### src/rtl/mips_stim_sequencer.sv
// Stimulus engine for the MIPS top level: DUT reset sequence, optional step pulses and a
// queued pattern of active-low button levels replayed during a fixed-length RUN window.
module mips_stim_sequencer #(
    parameter int NUM_CH      = 6,
    parameter int DEPTH       = 8,
    parameter int PRE_RST_CYC = 5,
    parameter int RST_CYC     = 3,
    parameter int SETTLE_CYC  = 10,
    parameter int RUN_CYC     = 250000,
    parameter int STEP_DIV    = 0,
    parameter int CNT_W       = 32
) (
    input  logic              clk_i,
    input  logic              rst_i,
    input  logic              start_i,
    input  logic              abort_i,
    input  logic              pat_valid_i,
    output logic              pat_ready_o,
    input  logic [NUM_CH-1:0] pat_buttons_i,
    input  logic [15:0]       pat_hold_i,
    output logic              dut_rst_o,
    output logic              step_o,
    output logic [NUM_CH-1:0] buttons_o,
    output logic              running_o,
    output logic              done_o,
    output logic              underrun_o,
    output logic [CNT_W-1:0]  cycle_cnt_o
);

    localparam int AW = $clog2(DEPTH);
    localparam logic [31:0]      PRE_LAST = 32'(PRE_RST_CYC - 1);
    localparam logic [31:0]      RST_LAST = 32'(RST_CYC - 1);
    localparam logic [31:0]      SET_LAST = 32'(SETTLE_CYC - 1);
    localparam logic [31:0]      SD_LAST  = (STEP_DIV > 0) ? 32'(STEP_DIV - 1) : 32'd0;
    localparam logic [CNT_W-1:0] RUN_END  = CNT_W'(RUN_CYC);

    typedef enum logic [2:0] {S_IDLE, S_PRE, S_RST, S_SETTLE, S_RUN, S_DONE} state_t;

    state_t              state_q, state_d;
    logic [31:0]         phase_q, phase_d;
    logic [31:0]         sdiv_q, sdiv_d;
    logic [CNT_W-1:0]    cnt_q, cnt_d;
    logic [15:0]         hold_q, hold_d;
    logic [NUM_CH-1:0]   btn_q, btn_d;
    logic                und_q, und_d;
    logic                popped_q, popped_d;
    logic                dut_rst_q, running_q, done_q, step_q, step_d;
    logic                clr_run, abort_act, push, pop, empty, full;
    logic [AW:0]         wptr_q, rptr_q;
    logic [NUM_CH-1:0]   mem_b [DEPTH];
    logic [15:0]         mem_h [DEPTH];

    assign abort_act = abort_i && (state_q != S_IDLE);
    assign empty     = (wptr_q == rptr_q);
    assign full      = (wptr_q[AW] != rptr_q[AW]) && (wptr_q[AW-1:0] == rptr_q[AW-1:0]);
    assign push      = pat_valid_i && !full && !abort_act;
    // Pops only while staying in RUN so the exit edge leaves buttons released.
    assign pop       = (state_q == S_RUN) && (state_d == S_RUN) && (hold_q == 16'd0) && !empty;

    always_comb begin
        state_d = state_q;
        phase_d = phase_q;
        cnt_d   = cnt_q;
        clr_run = 1'b0;
        case (state_q)
            S_IDLE: if (start_i) begin
                state_d = S_PRE;
                phase_d = '0;
                clr_run = 1'b1;
            end
            S_PRE: if (phase_q == PRE_LAST) begin
                state_d = S_RST;
                phase_d = '0;
            end else phase_d = phase_q + 32'd1;
            S_RST: if (phase_q == RST_LAST) begin
                state_d = S_SETTLE;
                phase_d = '0;
            end else phase_d = phase_q + 32'd1;
            S_SETTLE: if (phase_q == SET_LAST) begin
                state_d = S_RUN;
                phase_d = '0;
            end else phase_d = phase_q + 32'd1;
            S_RUN: begin
                cnt_d = cnt_q + CNT_W'(1);
                if (cnt_d == RUN_END) state_d = S_DONE;
            end
            S_DONE: if (start_i) begin
                state_d = S_PRE;
                phase_d = '0;
                cnt_d   = '0;
                clr_run = 1'b1;
            end
            default: state_d = S_IDLE;
        endcase
        if (abort_act) begin
            state_d = S_IDLE;
            phase_d = '0;
            cnt_d   = '0;
        end
    end

    // sdiv tracks cycle_cnt modulo STEP_DIV without a divider.
    always_comb begin
        sdiv_d = '0;
        if (state_d == S_RUN && state_q == S_RUN)
            sdiv_d = (sdiv_q == SD_LAST) ? 32'd0 : sdiv_q + 32'd1;
        step_d = (STEP_DIV > 0) && (state_d == S_RUN) && (sdiv_d == SD_LAST);
    end

    always_comb begin
        hold_d   = hold_q;
        btn_d    = btn_q;
        und_d    = und_q;
        popped_d = popped_q;
        if (state_q == S_RUN && state_d == S_RUN) begin
            if (hold_q != 16'd0) begin
                hold_d = hold_q - 16'd1;
            end else if (pop) begin
                btn_d    = mem_b[rptr_q[AW-1:0]];
                hold_d   = (mem_h[rptr_q[AW-1:0]] == 16'd0) ? 16'd0 : mem_h[rptr_q[AW-1:0]] - 16'd1;
                popped_d = 1'b1;
            end else begin
                btn_d = '1;
                if (popped_q) und_d = 1'b1;
            end
        end else begin
            hold_d = '0;
            btn_d  = '1;
        end
        if (clr_run || abort_act) begin
            und_d    = 1'b0;
            popped_d = 1'b0;
        end
    end

    always_ff @(posedge clk_i or negedge rst_i) begin
        if (!rst_i) begin
            state_q   <= S_IDLE;
            phase_q   <= '0;
            sdiv_q    <= '0;
            cnt_q     <= '0;
            hold_q    <= '0;
            btn_q     <= '1;
            und_q     <= 1'b0;
            popped_q  <= 1'b0;
            dut_rst_q <= 1'b1;
            running_q <= 1'b0;
            done_q    <= 1'b0;
            step_q    <= 1'b0;
            wptr_q    <= '0;
            rptr_q    <= '0;
        end else begin
            state_q   <= state_d;
            phase_q   <= phase_d;
            sdiv_q    <= sdiv_d;
            cnt_q     <= cnt_d;
            hold_q    <= hold_d;
            btn_q     <= btn_d;
            und_q     <= und_d;
            popped_q  <= popped_d;
            dut_rst_q <= (state_d != S_RST);
            running_q <= (state_d == S_RUN);
            done_q    <= (state_d == S_DONE);
            step_q    <= step_d;
            if (abort_act) begin
                wptr_q <= '0;
                rptr_q <= '0;
            end else begin
                if (push) wptr_q <= wptr_q + (AW+1)'(1);
                if (pop)  rptr_q <= rptr_q + (AW+1)'(1);
            end
        end
    end

    always_ff @(posedge clk_i) begin
        if (push) begin
            mem_b[wptr_q[AW-1:0]] <= pat_buttons_i;
            mem_h[wptr_q[AW-1:0]] <= pat_hold_i;
        end
    end

    assign pat_ready_o = !full;
    assign dut_rst_o   = dut_rst_q;
    assign step_o      = step_q;
    assign buttons_o   = btn_q;
    assign running_o   = running_q;
    assign done_o      = done_q;
    assign underrun_o  = und_q;
    assign cycle_cnt_o = cnt_q;

endmodule

### config.mk
export PLATFORM = sky130hd
export DESIGN_NAME = mips_stim_sequencer
export DESIGN_NICKNAME = d
export VERILOG_FILES = /design/src/rtl/mips_stim_sequencer.sv
export SDC_FILE = /design/constraint.sdc
export NUM_CORES = 1
export LEC_CHECK = 0
export BUFFER_PORTS_ARGS = -buffer_cell sky130_fd_sc_hd__buf_2
export CORE_MARGIN = 4
export CORE_UTILIZATION = 65
export DETAILED_ROUTE_END_ITERATION = 8
export GPL_ROUTABILITY_DRIVEN = 1
export PLACE_DENSITY = 0.92
export SLEW_MARGIN = 25
export SYNTH_ARGS = -nofsm -noshare
export SYNTH_HDL_FRONTEND = slang
export SYNTH_SLANG_ARGS = --single-unit
### constraint.sdc
create_clock -name clk_i -period 9.4 [get_ports clk_i]
set_input_delay 1.88 -clock clk_i [delete_from_list [all_inputs] [get_ports clk_i]]
set_output_delay 1.88 -clock clk_i [all_outputs]
set_load 0.01 [all_outputs]
==> results_dict.tcl <==
set metrics [dict create \
    reg2reg_depth 9 \
    p_comb_share_pct 10.7 \
    hold_path_end "popped_q$_DFFE_PN0P_" \
    synthArstFlopShare_pct 36.7 \
    coreArea_mm2 0.0202 \
    firstDrtPassIters 6 \
    finalCritPeriodShare_pct 43.9 \
    clockPowerShare_pct 38.3 \
    cts_hold_buf 0 \
    wl_met1_mm 11.9 \
    power_density_mw_per_mm2 191 \
    ys_top_cells_by_area "edfxtp_1 40%, dfrtp_1 18%, mux4_2 6.4%, nor2_1 2.6%, o21ai_0 2.4%" \
    wl_per_cell_um 21.5 \
    multi_input_area_mm2 0.00512 \
    status "finished, final reports clean" \
    wl_mm 30.4 \
    fp.dieArea_mm2 0.0228 \
    grt_overflow_total 0 \
    clk_pin_slew_ns 0.06 \
    track_usage_pct 27.2 \
    worst_pin_slew_ns 0.919 \
    ys_ff_latch 278 \
    drc_errors 0 \
    insertion_delay_ns 0.55 \
    synth_edf_count 176 \
    swShare_pct 24.5 \
    netlist_top_cells_count "176 x edfxtp_1, 95 x dfrtp_1, 93 x nor2_1" \
    whs_path_depth 1 \
    synth_cell_types 74 \
    min_path_type "flop to flop" \
    syn_area_mm2 0.0133 \
    path_max_fanout 47 \
    ys_seq_area_share_pct 59.1 \
    cts_buffers 27 \
    vias 9410 \
    synth_top_flop_cell "edfxtp_1" \
    port_buffers 69 \
    layout.nets 1163 \
    syn_area_per_cell_um2 12.3 \
    hold_violations 0 \
    nFillCells 1303 \
    yosysMostFrequentCell "edfxtp_1" \
    area_growth_pct 10.7 \
    holdWs_ns 0.515 \
    dr.max_layer_used "met4" \
    first_iter_violations 868 \
    irDropWorstVdd_uv 220 \
    finalMaxSlewViolations 0 \
    cts.root.buffer_cell "clkbuf_16" \
    met3_length_mm 2.43 \
    cts_tree "yes" \
    leakage_nw 5.36 \
    grt_max_degree 54 \
    r2r_end "rptr_q[2]$_DFFE_PN0P_" \
    clock_sinks 278 \
    io_pins 71 \
    setup_tns_ns 0 \
    power_mw 2.81 \
    yosysTopAreaCellShare_pct 39.8 \
    synth_cells 1075 \
    die_x_um 151 \
    clock_skew_ns 0.0173 \
    internal-power_mw 2.12 \
    setup_viol 0 \
    ant_nets 0 \
    ff2ff_setup_slack_ns 5.65 \
    cts_resized 0 \
    startpoint "rptr_q[1]$_DFFE_PN0P_" \
    grt_pass1_vias 9076 \
    critical_path_class "flop to primary output" \
    regArea_mm2 0.00785 \
    place_hpwl_mm 18.9 \
    p_switching_mw 0.688 \
    initial_core_util_pct 65.8 \
    rsz0062_at_grt "false" \
    cp.required_ns 7.52 \
    rows 52 \
    syn-num-nets 1113 \
    wl_met2_mm 15.2 \
    cts_setup_buffers 0 \
    yosysWarnings 0 \
    end_kind "primary output" \
    synth.largest_area_cell "edfxtp_1" \
    fin_crit_ns 4.13 \
    h-tree-depth 1 \
    reg2reg_from "cycle_cnt_o[1]$_DFFE_PN0P_" \
    slew_headroom_pct 38.2 \
    die_h_um 151 \
    gp_congestion 0.911 \
    drive_gt1_share_pct 17.5 \
    min-delay-start "popped_q$_DFFE_PN0P_" \
    viasPerCell 6.64 \
    crit_arrival_ns 2.25 \
    crit_path_start_kind "flop" \
    antenna_found_initial 1 \
    grt_pass1_wl_mm 49.2 \
    timing.fmax_mhz 242 \
    cts_buffer_depth 3 \
    power.share.sequential_pct 51.0 \
    cap_violations 0 \
]
==> area by class of cell <==
type,count,share of cell area (%)
flip-flops and latches,278,53.4
multi-input cells,723,34.9
clock buffers,35,4.94
repair buffers,83,3.08
well taps,270,2.30
clock inverters,15,1.10
inverters,12,0.306
diodes,1,0.0170
==> through the flow <==
step | std cells | cell area (um^2) | utilization, % | worst slack (ns)
after floorplan | 1075 | 13300 | - | 5.02
after global placement | 1366 | 13800 | 68.4 | 5.25
after global routing | 1417 | 14700 | 72.9 | 5.11
after detailed placement | 1366 | 13800 | 68.5 | 5.19
after CTS | 1416 | 14700 | 72.9 | 5.21
final | 1417 | 14700 | 72.9 | 5.27
==> worst max-delay path by stage <==
stage	endpoint	slack [ns]	cells past startpoint
after global routing	pat_ready_o	5.11	5
after CTS	pat_ready_o	5.21	5
after global placement	rptr_q[1]$_DFFE_PN0P_	5.25	8
after floorplan	mem_b[0][0]$_DFFE_PP_	5.02	3
after detailed placement	rptr_q[1]$_DFFE_PN0P_	5.19	8
final	pat_ready_o	5.27	5
==> per-layer routing <==
metal	GRT usage, %	vias to the layer above
li1	-	4205
met4	7.39	0
met2	45.9	492
met5	0	-
met3	4.19	88
met1	37.4	4625
==> power by group through the flow <==
stage	logic [mW]	clock network, mW	registers [mW]
global route	0.329	1.14	1.44
global placement	0.278	0	1.44
detailed placement	0.294	0	1.45
floorplan	0.207	0	1.43
finish	0.299	1.08	1.43
CTS	0.297	1.09	1.43
==> sequential cells by signal (all words and copies together) (netlist names), 4 cells and up <==
register / flops
wptr_q: 4
mem_b: 48
cycle_cnt_o: 32
phase_q: 32
mem_h: 128
hold_q: 16
rptr_q: 4
buttons_o: 6
==> critical path: stages (launching register included) <==
cell	delay, ns
dfrtp_2	0.34
buf_4	0.62
xor2_1	0.18
nor3_1	0.22
nand2_1	0.14
buf_2	0.19
==> cell families after synthesis <==
group / synth area share [%]
simple gates: 14.8
flops: 59.1
compound gates: 9.94
buf+inv: 2.55
mux: 8.56
xor+xnor: 3.96
fa+ha+maj: 1.04
other cells: 0.0283
==> cells in the final DEF, fill, tap and decap left out, types with 12 or more instances in the layout <==
cell type,synthesis,layout
nand4_1,29,29
nand3_1,44,44
nand2_1,84,84
inv_1,12,12
o21ai_0,64,64
nor2_1,93,87
buf_2,22,68
a22oi_1,19,19
o31ai_1,13,13
mux2i_1,28,28
nor3_1,31,29
buf_4,1,15
edfxtp_1,176,176
clkbuf_16,0,27
nor2b_1,12,12
xor2_1,36,36
xnor2_1,24,24
a31oi_1,15,15
dfrtp_1,95,92
a21oi_1,27,26
and3_1,13,13
mux4_2,38,38
nor4_1,17,17
No activity file was read; power rests on OpenSTA's default activity.
